==> src/rtl/matmul_pkg.sv <==
// Shared types and defaults for the 8x8 matrix-vector sequencer.
package matmul_pkg;

    localparam int unsigned DIM_DEFAULT     = 8;
    localparam int unsigned MAC_LAT_DEFAULT = 8;

    typedef enum logic [2:0] {
        ST_INIT,
        ST_LOAD_W,
        ST_WAIT_CMD,
        ST_LOAD_X,
        ST_COMPUTE,
        ST_DRAIN
    } ctrl_state_t;

    typedef enum logic [1:0] {
        BANK_FREE,
        BANK_BUSY,
        BANK_FULL
    } bank_state_t;

    // Tag that travels with each issued operand through the MAC pipeline.
    typedef struct packed {
        logic valid;
        logic bank;
        logic last;
    } acc_tag_t;

endpackage

==> src/rtl/acc_delay_line.sv <==
// Fixed-latency shadow of the MAC pipeline: each issue tag re-emerges
// MAC_LAT cycles later to drive the accumulate enable.
module acc_delay_line
    import matmul_pkg::*;
#(
    parameter int unsigned MAC_LAT = MAC_LAT_DEFAULT
) (
    input  logic     clk,
    input  logic     rst_n,
    input  acc_tag_t tag_in,
    output acc_tag_t tag_out
);

    acc_tag_t stage_q [MAC_LAT];
    acc_tag_t stage_d [MAC_LAT];

    always_comb begin
        stage_d[0] = tag_in;
        for (int unsigned i = 1; i < MAC_LAT; i++) begin
            stage_d[i] = stage_q[i-1];
        end
    end

    always_ff @(posedge clk or negedge rst_n) begin
        if (!rst_n) begin
            for (int unsigned i = 0; i < MAC_LAT; i++) begin
                stage_q[i] <= '0;
            end
        end else begin
            for (int unsigned i = 0; i < MAC_LAT; i++) begin
                stage_q[i] <= stage_d[i];
            end
        end
    end

    assign tag_out = stage_q[MAC_LAT-1];

endmodule

==> src/rtl/matvec_pipe_ctrl.sv <==
// Sequencer for the matrix-vector datapath: loads W/X memories, issues MAC
// operand reads row-major and ping-pongs results through two accumulator banks.
module matvec_pipe_ctrl
    import matmul_pkg::*;
#(
    parameter int unsigned DIM     = DIM_DEFAULT,
    parameter int unsigned MAC_LAT = MAC_LAT_DEFAULT,
    parameter int unsigned AW      = $clog2(DIM*DIM),
    parameter int unsigned XW      = $clog2(DIM)
) (
    input  logic          clk,
    input  logic          rst_n,
    input  logic          input_valid,
    output logic          input_ready,
    input  logic          new_matrix,
    output logic [AW-1:0] addr_w,
    output logic          wr_en_w,
    output logic [XW-1:0] addr_x,
    output logic          wr_en_x,
    output logic          issue_valid,
    output logic [1:0]    en_acc,
    output logic [1:0]    clear_acc,
    output logic          output_valid,
    input  logic          output_ready,
    output logic          out_sel,
    output logic          busy
);

    localparam logic [AW-1:0] W_LAST   = AW'(DIM*DIM-1);
    localparam logic [AW-1:0] X_LAST   = AW'(DIM-1);
    localparam logic [XW-1:0] COL_LAST = XW'(DIM-1);
    localparam logic [XW:0]   HS_LAST  = (XW+1)'(DIM-1);

    ctrl_state_t   state_q, state_d;
    logic [AW-1:0] cnt_q, cnt_d;
    logic [XW:0]   hs_cnt_q, hs_cnt_d;
    bank_state_t   bank_q [2];
    bank_state_t   bank_d [2];
    logic          out_sel_q, out_sel_d;
    logic          input_ready_q, input_ready_d;
    logic          busy_q, busy_d;

    logic          accept;
    logic          issue;
    logic          row_bank;
    logic          hs;
    logic [XW-1:0] col;
    acc_tag_t      issue_tag;
    acc_tag_t      acc_tag;

    // One counter serves as load index and as row-major issue index (row = upper bits).
    assign col       = cnt_q[XW-1:0];
    assign row_bank  = cnt_q[XW];
    assign accept    = input_valid && input_ready_q;
    assign issue     = (state_q == ST_COMPUTE) &&
                       ((col != '0) || (bank_q[row_bank] == BANK_FREE));
    assign hs        = (bank_q[out_sel_q] == BANK_FULL) && output_ready;
    assign issue_tag = '{valid: issue, bank: row_bank, last: (col == COL_LAST)};

    acc_delay_line #(
        .MAC_LAT (MAC_LAT)
    ) u_delay (
        .clk     (clk),
        .rst_n   (rst_n),
        .tag_in  (issue_tag),
        .tag_out (acc_tag)
    );

    always_comb begin
        state_d   = state_q;
        cnt_d     = cnt_q;
        hs_cnt_d  = hs_cnt_q;
        bank_d    = bank_q;
        out_sel_d = out_sel_q;

        case (state_q)
            ST_INIT: state_d = ST_LOAD_W;
            ST_LOAD_W: begin
                if (accept) begin
                    if (cnt_q == W_LAST) begin
                        cnt_d   = '0;
                        state_d = ST_LOAD_X;
                    end else begin
                        cnt_d = cnt_q + 1'b1;
                    end
                end
            end
            ST_LOAD_X: begin
                if (accept) begin
                    if (cnt_q == X_LAST) begin
                        cnt_d   = '0;
                        state_d = ST_COMPUTE;
                    end else begin
                        cnt_d = cnt_q + 1'b1;
                    end
                end
            end
            ST_WAIT_CMD: begin
                if (accept) begin
                    cnt_d   = AW'(1);
                    state_d = new_matrix ? ST_LOAD_W : ST_LOAD_X;
                end
            end
            ST_COMPUTE: begin
                if (issue) begin
                    if (cnt_q == W_LAST) begin
                        cnt_d   = '0;
                        state_d = ST_DRAIN;
                    end else begin
                        cnt_d = cnt_q + 1'b1;
                    end
                end
            end
            ST_DRAIN: begin
                if (hs && (hs_cnt_q == HS_LAST)) begin
                    state_d = ST_WAIT_CMD;
                end
            end
            default: state_d = ST_INIT;
        endcase

        // The three bank transitions never collide: each requires a distinct source state.
        if (issue && (col == '0)) begin
            bank_d[row_bank] = BANK_BUSY;
        end
        if (acc_tag.valid && acc_tag.last) begin
            bank_d[acc_tag.bank] = BANK_FULL;
        end
        if (hs) begin
            bank_d[out_sel_q] = BANK_FREE;
            out_sel_d         = ~out_sel_q;
        end

        if ((state_q == ST_DRAIN) && (state_d == ST_WAIT_CMD)) begin
            hs_cnt_d = '0;
        end else if (hs) begin
            hs_cnt_d = hs_cnt_q + 1'b1;
        end

        input_ready_d = (state_d == ST_LOAD_W) || (state_d == ST_LOAD_X) ||
                        (state_d == ST_WAIT_CMD);
        busy_d        = (state_d != ST_WAIT_CMD);
    end

    always_ff @(posedge clk or negedge rst_n) begin
        if (!rst_n) begin
            state_q       <= ST_INIT;
            cnt_q         <= '0;
            hs_cnt_q      <= '0;
            bank_q[0]     <= BANK_FREE;
            bank_q[1]     <= BANK_FREE;
            out_sel_q     <= 1'b0;
            input_ready_q <= 1'b0;
            busy_q        <= 1'b0;
        end else begin
            state_q       <= state_d;
            cnt_q         <= cnt_d;
            hs_cnt_q      <= hs_cnt_d;
            bank_q[0]     <= bank_d[0];
            bank_q[1]     <= bank_d[1];
            out_sel_q     <= out_sel_d;
            input_ready_q <= input_ready_d;
            busy_q        <= busy_d;
        end
    end

    assign input_ready  = input_ready_q;
    assign busy         = busy_q;
    assign addr_w       = cnt_q;
    assign addr_x       = col;
    assign wr_en_w      = accept && ((state_q == ST_LOAD_W) ||
                                     ((state_q == ST_WAIT_CMD) && new_matrix));
    assign wr_en_x      = accept && ((state_q == ST_LOAD_X) ||
                                     ((state_q == ST_WAIT_CMD) && !new_matrix));
    assign issue_valid  = issue;
    assign en_acc       = acc_tag.valid ? (acc_tag.bank ? 2'b10 : 2'b01) : 2'b00;
    assign clear_acc    = (state_q == ST_INIT) ? 2'b11 :
                          (hs ? (out_sel_q ? 2'b10 : 2'b01) : 2'b00);
    assign output_valid = (bank_q[out_sel_q] == BANK_FULL);
    assign out_sel      = out_sel_q;

endmodule

==> config.mk <==
export PLATFORM = sky130hd
export DESIGN_NAME = matvec_pipe_ctrl
export DESIGN_NICKNAME = d
export VERILOG_FILES = /design/src/rtl/matmul_pkg.sv /design/src/rtl/acc_delay_line.sv /design/src/rtl/matvec_pipe_ctrl.sv
export SDC_FILE = /design/constraint.sdc
export NUM_CORES = 1
export LEC_CHECK = 0
export CORE_ASPECT_RATIO = 0.6
export CORE_UTILIZATION = 55
export CTS_CLUSTER_DIAMETER = 100
export DETAILED_ROUTE_END_ITERATION = 6
export GPL_TIMING_DRIVEN = 0
export MAX_ROUTING_LAYER = met4
export PLACE_DENSITY = 0.8
export SETUP_SLACK_MARGIN = 0.5
export SYNTH_ARGS = -nofsm -noshare
export SYNTH_HDL_FRONTEND = slang
export SYNTH_SLANG_ARGS = --single-unit
export TNS_END_PERCENT = 5
==> constraint.sdc <==
create_clock -name clk -period 5.1 [get_ports clk]
set_input_delay 0.765 -clock clk [delete_from_list [all_inputs] [get_ports clk]]
set_output_delay 0.765 -clock clk [all_outputs]
set_load 0.005 [all_outputs]
==> results.sh <==
export IMPL_rows=16
export IMPL_area_growth_syn_to_layout_pct=22.69
export IMPL_synth_fp_nets=164
export IMPL_drc=0
export IMPL_min_path_type="reg2reg"
export IMPL_cts_max_path_buffers=2
export IMPL_ir_drop_mv=0.2171
export IMPL_max_slew_margin_pct=57.57
export IMPL_syn_inst=155
export IMPL_p_clk_share_pct=32.7
export IMPL_nNetsFinal=196
export IMPL_ioPinCount=25
export IMPL_startpoint="output_ready"
export IMPL_drt_iter0_drc=99
export IMPL_die_x_um=77.49
export IMPL_post_cts_buffers=0
export IMPL_ys_seq_elements=44
export IMPL_clock_sinks=44
export IMPL_syn_avg_cell_area_um2=12.13
export IMPL_p_total_mw=0.8305
export IMPL_cp_arrival_ns=2.24
export IMPL_status="completed"
export IMPL_cts_buffers=5
export IMPL_synth_area_leaders="dfrtp_1, ha_1, nand2_1"
export IMPL_synthXorXnorAreaFrac_pct=1.397
export IMPL_crit_type="in2out"
export IMPL_wl_um=3570
export IMPL_tns_ns=0
export IMPL_syn_cell_area_mm2=0.001881
export IMPL_core_mm2=0.003263
export IMPL_wl_per_cell_um=15.32
export IMPL_grt_max_degree=45
export IMPL_clock_fmax_mhz=332.4
export IMPL_antenna_found_initial=0
export IMPL_p_sw_share_pct=26.18
export IMPL_p_switching_mw=0.2175
export IMPL_synth_cell_type_count=44
export IMPL_power_density_mw_per_mm2=360.0
export IMPL_async_flop_share_pct=100.0
export IMPL_layout_common_cells="dfrtp_1, clkdlybuf4s50_1, nand2_1"
export IMPL_final_hold_viol_count=0
export IMPL_ys_seq_area_share_pct=58.55
export IMPL_rsz0062_at_grt="false"
export IMPL_clock_latency_ns=0.30
export IMPL_crit_family="buffers and inverters"
export IMPL_crit_top_cell="clkdlybuf4s50_1"
export IMPL_antennaDiodeCount=0
export IMPL_cts_root_buf="clkbuf_8"
export IMPL_layout_cells_non_filler=233
export IMPL_p_seq_share_pct=50.6
export IMPL_portBuffers=24
export IMPL_dp_cells=225
export IMPL_maxSlewViolCount=0
export IMPL_worst_pin_slew_ns=0.6316
export IMPL_synth_compound_area_share_pct=14.77
export IMPL_crit_fanout=5
export IMPL_cts_tree="done"
export IMPL_via_count=1370
export IMPL_leakagePower_nw=1.016
export IMPL_via_per_inst=5.880
export IMPL_gpl_final_weighted_congestion=0.8289
export IMPL_p_int_mw=0.6131
export IMPL_cts_resized_gates=0
export IMPL_synth_fa_ha_area_share_pct=2.661
export IMPL_grt_pass1_vias=1187
export IMPL_htree_levels=2
export IMPL_initial_utilization_pct=57.63
export IMPL_max_cap_violations=0
export IMPL_worst_ep_required_time_ns=4.34
export IMPL_fin_hold_ws_ns=0.3527
export IMPL_cp_end_kind="output pin"
export IMPL_layout_commonest_cell="dfrtp_1"
export IMPL_synth_edf_count=0
export IMPL_dr_pass1_iters=5
export IMPL_clk_pin_slew_ns=0.08
export IMPL_setup_viol=0
export IMPL_synth_area_mux_share_pct=1.065
export IMPL_grt_pass1_wl_um=5664
export IMPL_synth_warnings=0
export IMPL_path_buf_inv=2
export IMPL_slowest_stage="clkdlybuf4s50_1"
export IMPL_hpwl_um=2489
export IMPL_final_util_pct=70.71
export IMPL_die_h_um=47.30
export IMPL_synthFlopType="dfrtp_1"
export IMPL_ctsHoldBuffers=0
export IMPL_grtUsageTotal_pct=22.40
export IMPL_synth_top_cell_by_area="dfrtp_1"
export IMPL_dieArea_mm2=0.003665
export IMPL_synth_top_area_share_pct=58.55
export IMPL_start_kind="input pin"
export IMPL_period_share_pct=58.98
export IMPL_drive_gt1_share_pct=12.23
export IMPL_min_from="u_delay.stage_d[17]$_DFF_PN0_"
export IMPL_synth_top_family_by_area="simple AND/OR/NAND/NOR gates"
export IMPL_slowest_delay_ns=0.56
export IMPL_yosys_area_share_simple_pct=17.90
export IMPL_path_cells="clkdlybuf4s50_1 > nand4bb_1 > o31ai_1 > clkdlybuf4s50_1"
export IMPL_clock_skew_final_ns=0.008559
export IMPL_regToRegStartpoint="addr_w[0]$_DFFE_PN0P_"
export IMPL_grt_ovfl_total=0
export IMPL_detail_route_antenna_nets=0
export IMPL_power_frac_comb_pct=16.7
export IMPL_period_minus_slack_ns=3.008
flip-flops by register name, summed over array words and instances, names as in the netlist:
register and flops:
hs_cnt_q 4, u_delay.tag_out 3, input_ready 1, out_sel 1
busy 1, u_delay.stage_d 21, bank_q 4, addr_w 6
state_q 3
metal layers:
metal / GRT usage, % / up-vias / wire (µm)
met5: - / - / 0
met4: 10.19 / 0 / 62
met3: 4.854 / 9 / 186
met2: 30.80 / 56 / 1568
met1: 31.80 / 679 / 1752
li1: - / 626 / -
per-stage QoR:
stage               cell area (µm²)  setup WS (ns)
floorplan                      1881          3.157
detailed placement             2192          2.104
CTS                            2307          2.095
global route                   2307          2.004
finish                         2307          2.092
global placement               2177          2.141
Yosys cell counts (all sizes together), types with 3 or more instances:
| cell | n |
|---|---|
| nor2b | 3 |
| dfrtp | 44 |
| nand2b | 3 |
| o31ai | 4 |
| nand3 | 5 |
| o311ai | 3 |
| o21ai | 5 |
| nor3 | 8 |
| nor3b | 5 |
| inv | 5 |
| nor2 | 8 |
| ha | 4 |
| nand2 | 12 |
| buf | 6 |
cell type report:
class                      count  area, µm²
sequential                    44       1101
multi-input combinational     98      710.7
inverter                       5      18.77
timing repair buffer          25      255.2
tap                           45      56.30
buffer                         8      50.05
fill                         224      955.9
clock inverter                 3      46.29
clock buffer                   5      68.82
cells by family (layout without fill, tap and decap cells):
logic type | count (synthesis) | in the layout
AO/OA/AOI/OAI | 30 | 30
XOR/XNOR | 3 | 3
adder cells (fa/ha/maj) | 4 | 4
buffers and inverters | 13 | 46
flip-flops | 44 | 44
multiplexers | 2 | 2
AND/OR/NAND/NOR | 59 | 59
path summary, 6_finish.rpt:
path                                                  to  slack [ns]  cells past startpoint
min in group asynchronous        hs_cnt_q[1]$_DFFE_PN0P_        0.42                      2
setup / recovery                            clear_acc[0]        2.09                      4
hold reg to reg            u_delay.stage_d[14]$_DFF_PN0_        0.35                      0
max in group asynchronous  u_delay.stage_d[18]$_DFF_PN0_        4.46                      2
setup reg to reg                   input_ready$_DFF_PN0_        3.06                      5
hold / removal             u_delay.stage_d[14]$_DFF_PN0_        0.35                      0
power by group through the flow:
| stage | combinational [mW] | clock [mW] | sequential (mW) |
|---|---|---|---|
| after floorplan | 0.0688 | 0 | 0.418 |
| after global placement | 0.134 | 0 | 0.423 |
| after detailed placement | 0.140 | 0 | 0.427 |
| after CTS | 0.141 | 0.275 | 0.421 |
| after global routing | 0.152 | 0.289 | 0.425 |
| final | 0.139 | 0.271 | 0.420 |
(Power assumes the default switching activity.)
